### src/rtl/systolic_ctrl_pkg.sv
// Shared types and sizing helpers for the systolic array tile sequencer.
package systolic_ctrl_pkg;

  typedef enum logic [1:0] {
    IDLE   = 2'd0,
    LOAD_W = 2'd1,
    STREAM = 2'd2,
    DRAIN  = 2'd3
  } state_e;

  // Weight load: N rows are read, and the last column needs time to settle.
  function automatic int unsigned load_len(input int unsigned n);
    return 3 * n - 2;
  endfunction

  // Drain: the last vector's partial sums must fall out of the array.
  function automatic int unsigned drain_len(input int unsigned n);
    return 2 * n;
  endfunction

  function automatic int unsigned idx_w(input int unsigned n);
    return (n <= 2) ? 1 : $clog2(n);
  endfunction

endpackage

### src/rtl/systolic_ctrl_skew_window.sv
// Skewed window decode: flag i is high while base+i <= cnt < base+i+len.
// Ports: en gates all flags; cnt/base/len are CNT_W wide; win_c is N flags.
module skew_window #(
  parameter int unsigned N     = 2,
  parameter int unsigned CNT_W = 8
) (
  input  logic             en,
  input  logic [CNT_W-1:0] cnt,
  input  logic [CNT_W-1:0] base,
  input  logic [CNT_W-1:0] len,
  output logic [N-1:0]     win_c
);

  localparam int unsigned AW = CNT_W + 2;

  // Two extra bits so base+i+len never wraps.
  always_comb begin
    win_c = '0;
    for (int unsigned i = 0; i < N; i++) begin
      win_c[i] = en
        && ({2'b00, cnt} >= ({2'b00, base} + AW'(i)))
        && ({2'b00, cnt} <  ({2'b00, base} + AW'(i) + {2'b00, len}));
    end
  end

endmodule

### src/rtl/systolic_ctrl.sv
// Tile sequencer for an N x N systolic PE array: weight load with column
// skew, row-skewed switch wave, row-skewed input streaming, then drain.
// Ports: clk/rst (async, active-high); start/num_vec/abort control;
// w_rd_en/w_row_idx to the weight buffer; col_accept_w, row_switch,
// row_valid to the array edges; in_rd_en to the input buffer; busy, done.
module systolic_ctrl
  import systolic_ctrl_pkg::*;
#(
  parameter int unsigned N     = 2,
  parameter int unsigned CNT_W = 8,
  parameter int unsigned IDX_W = idx_w(N)
) (
  input  logic             clk,
  input  logic             rst,
  input  logic             start,
  input  logic [CNT_W-1:0] num_vec,
  input  logic             abort,
  output logic             w_rd_en,
  output logic [IDX_W-1:0] w_row_idx,
  output logic [N-1:0]     col_accept_w,
  output logic [N-1:0]     row_switch,
  output logic [N-1:0]     row_valid,
  output logic [N-1:0]     in_rd_en,
  output logic             busy,
  output logic             done
);

  localparam int unsigned LOAD_LEN  = load_len(N);
  localparam int unsigned DRAIN_LEN = drain_len(N);

  state_e             state_q, state_d;
  logic [CNT_W-1:0]   cnt_q, cnt_d;
  logic [CNT_W-1:0]   nv_q, nv_d;
  logic               done_q, done_d;

  logic               w_rd_en_q, w_rd_en_d;
  logic [IDX_W-1:0]   w_row_idx_q, w_row_idx_d;
  logic [N-1:0]       col_accept_w_q, col_accept_w_d;
  logic [N-1:0]       row_switch_q, row_switch_d;
  logic [N-1:0]       row_valid_q, row_valid_d;
  logic               busy_q, busy_d;

  // Next state and counter; abort overrides every other transition.
  always_comb begin
    state_d = state_q;
    cnt_d   = cnt_q + CNT_W'(1);
    nv_d    = nv_q;
    done_d  = 1'b0;
    unique case (state_q)
      IDLE: begin
        cnt_d = '0;
        if (start && !abort) begin
          if (num_vec != '0) begin
            nv_d    = num_vec;
            state_d = LOAD_W;
          end else begin
            done_d = 1'b1;
          end
        end
      end
      LOAD_W: begin
        if (cnt_q == CNT_W'(LOAD_LEN - 1)) begin
          state_d = STREAM;
          cnt_d   = '0;
        end
      end
      STREAM: begin
        if (cnt_q == nv_q + CNT_W'(N - 1)) begin
          state_d = DRAIN;
          cnt_d   = '0;
        end
      end
      DRAIN: begin
        if (cnt_q == CNT_W'(DRAIN_LEN - 1)) begin
          state_d = IDLE;
          cnt_d   = '0;
          done_d  = 1'b1;
        end
      end
      default: begin
        state_d = IDLE;
        cnt_d   = '0;
      end
    endcase
    if (abort && state_q != IDLE) begin
      state_d = IDLE;
      cnt_d   = '0;
      done_d  = 1'b0;
    end
  end

  // Outputs are decoded from the next state so the flops present the value
  // belonging to the cycle that state occupies.
  logic [N-1:0] acc_win_c, valid_win_c;

  skew_window #(.N(N), .CNT_W(CNT_W)) u_acc_win (
    .en    (state_d == LOAD_W),
    .cnt   (cnt_d),
    .base  ('0),
    .len   (CNT_W'(N)),
    .win_c (acc_win_c)
  );

  skew_window #(.N(N), .CNT_W(CNT_W)) u_valid_win (
    .en    (state_d == STREAM),
    .cnt   (cnt_d),
    .base  (CNT_W'(1)),
    .len   (nv_d),
    .win_c (valid_win_c)
  );

  always_comb begin
    w_rd_en_d      = (state_d == LOAD_W) && (cnt_d < CNT_W'(N));
    w_row_idx_d    = '0;
    col_accept_w_d = acc_win_c;
    row_valid_d    = valid_win_c;
    row_switch_d   = '0;
    busy_d         = (state_d != IDLE);
    // Bottom row is read first so it ends up deepest in the column.
    if (w_rd_en_d) begin
      w_row_idx_d = IDX_W'(CNT_W'(N - 1) - cnt_d);
    end
    for (int unsigned r = 0; r < N; r++) begin
      row_switch_d[r] = (state_d == STREAM) && (cnt_d == CNT_W'(r));
    end
  end

  always_ff @(posedge clk or posedge rst) begin
    if (rst) begin
      state_q        <= IDLE;
      cnt_q          <= '0;
      nv_q           <= '0;
      done_q         <= 1'b0;
      w_rd_en_q      <= 1'b0;
      w_row_idx_q    <= '0;
      col_accept_w_q <= '0;
      row_switch_q   <= '0;
      row_valid_q    <= '0;
      busy_q         <= 1'b0;
    end else begin
      state_q        <= state_d;
      cnt_q          <= cnt_d;
      nv_q           <= nv_d;
      done_q         <= done_d;
      w_rd_en_q      <= w_rd_en_d;
      w_row_idx_q    <= w_row_idx_d;
      col_accept_w_q <= col_accept_w_d;
      row_switch_q   <= row_switch_d;
      row_valid_q    <= row_valid_d;
      busy_q         <= busy_d;
    end
  end

  assign w_rd_en      = w_rd_en_q;
  assign w_row_idx    = w_row_idx_q;
  assign col_accept_w = col_accept_w_q;
  assign row_switch   = row_switch_q;
  assign row_valid    = row_valid_q;
  assign in_rd_en     = row_valid_q;
  assign busy         = busy_q;
  assign done         = done_q;

`ifndef SYNTHESIS
  // The stream counter has no wrap handling, so num_vec+N must fit.
  a_num_vec_range: assert property (@(posedge clk) disable iff (rst)
    (state_q == IDLE && start && !abort) |->
      (({1'b0, num_vec} + (CNT_W+1)'(N)) <= (CNT_W+1)'((2 ** CNT_W) - 1)));
`endif

endmodule

### config.mk
export PLATFORM = sky130hd
export DESIGN_NAME = systolic_ctrl
export DESIGN_NICKNAME = d
export VERILOG_FILES = /design/src/rtl/systolic_ctrl_pkg.sv /design/src/rtl/systolic_ctrl_skew_window.sv /design/src/rtl/systolic_ctrl.sv
export SDC_FILE = /design/constraint.sdc
export NUM_CORES = 1
export LEC_CHECK = 0
export CAP_MARGIN = 15
export CORE_UTILIZATION = 61
export DETAILED_ROUTE_END_ITERATION = 6
export PLACE_DENSITY = 0.95
export SKIP_CTS_REPAIR_TIMING = 1
export SKIP_LAST_GASP = 1
export SYNTH_ARGS = -nofsm -noshare
export SYNTH_HDL_FRONTEND = slang
export SYNTH_SLANG_ARGS = --single-unit
export TNS_END_PERCENT = 30
### constraint.sdc
create_clock -name clk -period 5.85 [get_ports clk]
set_input_delay 0.8775 -clock clk [delete_from_list [all_inputs] [get_ports clk]]
set_output_delay 0.8775 -clock clk [all_outputs]
set_load 0.02 [all_outputs]
==> flow_summary.yaml <==
outcome:
  status: "finished, final reports clean"
yosys:
  async_flop_share: 1.00
  synth_mux_area_frac: 0
  synthXorXnorAreaFrac: 0.111
  synth_edf_count: 0
  ys_seq_elements: 27
  yosys_warnings: 0
  ys.flop_type: "dfrtp_1"
  synth_largest_area_cell: "dfrtp_1"
  synth_area_mm2: 0.00212
  yosysUniqueCellTypes: 48
  ys_seq_area_frac: 0.318
  yosys.area_share.simple: 0.229
  synthTopCellsByArea: "dfrtp_1 (32%), ha_1 (12%), xnor2_1 (7.0%), xor2_1 (4.1%), nor2_1 (4.1%)"
  synth_nets: 268
  synth_top_area_frac: 0.318
  synth-compound-area-share: 0.167
  synth-adder-area-share: 0.123
  ys_top_cells_by_count: "dfrtp_1 (27), nor2_1 (23), ha_1 (20)"
  synth_top_family_by_area: "simple AND/OR/NAND/NOR gates"
  syn-instance-count: 236
  avgSynthCellArea_um2: 9.00
  yosysMostFrequentCell: "dfrtp_1"
setup_path:
  crit_path_max_fanout: 9
  worstSetupStartpoint: "num_vec[2]"
  r2r_end: "in_rd_en[1]"
  required_ns: 6.08
  worstPathArrival_ns: 4.50
  cp-end-kind: "flop"
  reg2reg_slack_ns: 1.84
  critical_path_class: "primary input to flop"
  cp-start-kind: "primary input"
  endpoint: "in_rd_en[0]"
  reg2reg_depth: 13
  r2r-start: "cnt_q[0]"
power:
  comb_power_share: 0.550
  seqPwrFrac: 0.351
  clockPowerShare: 0.099
  leakage_nw: 1.09
  switching_power_mw: 0.341
  swShare: 0.445
  internal_power_mw: 0.426
  p_per_area_mw_per_mm2: 322
  peakVddDrop_v: 0.000162
detailed_routing:
  routed_wl_mm: 4.84
  routedWlPerCell_um: 16.2
  dr.pass1.iters: 4
  ant_nets: 0
  drc: 0
  first_iter_violations: 165
  vias: 1807
  via_per_inst: 6.04
global_routing:
  grt_max_degree: 28
  first_global_vias: 1696
  antenna_found_initial: 0
  grt_first_pass_wirelength_mm: 7.66
  grt-ovfl-total: 0
  grt_use_total: 0.284
die:
  die_y_um: 61.0
  coreArea_mm2: 0.00334
  std_cell_rows: 21
  die_w_um: 61.0
  start_util: 0.637
  boundaryPins: 24
  die-area_mm2: 0.00372
clock_network:
  clock_sinks: 27
  cts_tree: "yes"
  clk_latency_ns: 0.32
  htreeDepth: 1
  ctsRootBufferMaster: "clkbuf_4"
  cts_inserted_buffers: 3
  path_clk_slew_ns: 0.13
  clockBufferDepth: 2
hold_path:
  worstHoldPathType: "flop to flop"
finish:
  num_antenna_cells: 0
  final_layout_size_suffix_gt1_frac: 0.0474
  layout.nets: 286
  syn2layout_area_growth_pct: 12.1
  n_fill_cell: 243
  final_area_mm2: 0.00238
timing:
  fin_crit_sh: 0.730
  max_slew.worst_pin.slew_ns: 0.978
  rsz0062_at_grt: "false"
  fin_setup_tns_ns: 0
  fin_worst_skew_ns: 0.00457
  period_needed_ns: 4.27
  slew_headroom: 0.347
  max_freq_ghz: 0.234
  slew_viol_final: 0
  finalSetupViolations: 0
  final_hold_viol_count: 0
placement:
  dpl.hpwl_mm: 3.97
  placedInstanceArea_mm2: 0.00235
  io_buffers: 23
  globalplace.congestion: 0.922
run:
  maxCapViolCount: 0
==> area by class of cell <==
cell class,count,area (µm²),area share
multi-input cells,185,1340,0.562
flip-flops and latches,27,676,0.284
repair buffers,23,230,0.0966
well taps,46,57.6,0.0242
inverters,14,52.6,0.0221
clock buffers,3,22.5,0.00945
clock inverters,1,5.00,0.00210
==> how the worst min path moves through the flow <==
stage | slack, ns | depth (start not counted) | from | endpoint
6_report | 0.68 | 2 | nv_q[7] | nv_q[7]
5_1_grt | 0.72 | 2 | nv_q[7] | nv_q[7]
4_1_cts | 0.66 | 2 | nv_q[7] | nv_q[7]
3_5_place_dp | 0.63 | 2 | nv_q[7] | nv_q[7]
3_3_place_gp | 0.62 | 2 | nv_q[7] | nv_q[7]
2_1_floorplan | 0.56 | 2 | nv_q[7] | nv_q[7]
==> cells by family after synthesis <==
kind of cell	count (synthesis)
AND/OR/NAND/NOR	92
AO/OA/AOI/OAI	45
XOR/XNOR	27
flip-flops	27
buffers and inverters	24
adder cells (fa/ha/maj)	21
==> power groups by stage <==
stage | Clock, mW | Combinational (mW) | Sequential, mW
2_1_floorplan | 0 | 0.300 | 0.272
3_3_place_gp | 0 | 0.392 | 0.270
3_5_place_dp | 0 | 0.413 | 0.272
4_1_cts | 0.0775 | 0.416 | 0.268
5_1_grt | 0.0852 | 0.463 | 0.276
6_report | 0.0758 | 0.422 | 0.270
==> state kept, by name (all words and copies together) (netlist names), 2 cells and up <==
register      count
cnt_q             8
nv_q              8
col_accept_w      2
in_rd_en          2
row_switch        2
state_q           2
==> through the flow <==
step | worst slack, ns | total power [mW] | util | std cells | hold slack [ns]
floorplan | 2.09 | 0.572 | - | 236 | 0.564
global placement | 1.51 | 0.663 | 0.706 | 295 | 0.622
detailed placement | 1.30 | 0.685 | 0.706 | 295 | 0.629
finish | 1.58 | 0.768 | 0.714 | 299 | 0.679
global route | 1.24 | 0.825 | 0.714 | 299 | 0.719
CTS | 1.62 | 0.762 | 0.714 | 299 | 0.658
==> cell usage in the layout (no fill, tap or decap), drive strengths merged, types with 6 or more instances in the layout <==
cell,n
o21ai,6
a22oi,7
nand3,10
xnor2,17
nand2,15
xor2,10
clkdlybuf4s50,23
dfrtp,27
a21o,6
inv,14
ha,20
nor2,23
nand2b,6
nor3,7
a21oi,6
==> critical path, cell delays in order <==
cell and delay [ns]:
clkdlybuf4s50_1 0.44, or4_1 0.57, o21ai_2 0.36, nand2_1 0.11
nand2_1 0.21, ha_1 0.28, nand2_1 0.11, nor4b_1 0.38
xnor2_1 0.17, ha_1 0.27, and4_1 0.22, o21ai_0 0.08
a31oi_1 0.06, o211a_1 0.14, nor4b_1 0.22
==> routing by layer <==
metal / vias up / share of wire / global-route usage
li1: 878 / - / -
met1: 873 / 0.43 / 0.363
met2: 46 / 0.51 / 0.499
met3: 10 / 0.032 / 0.0252
met4: 0 / 0.022 / 0.114
met5: - / 0 / 0
Note: power is estimated with default switching activity, not from simulation.
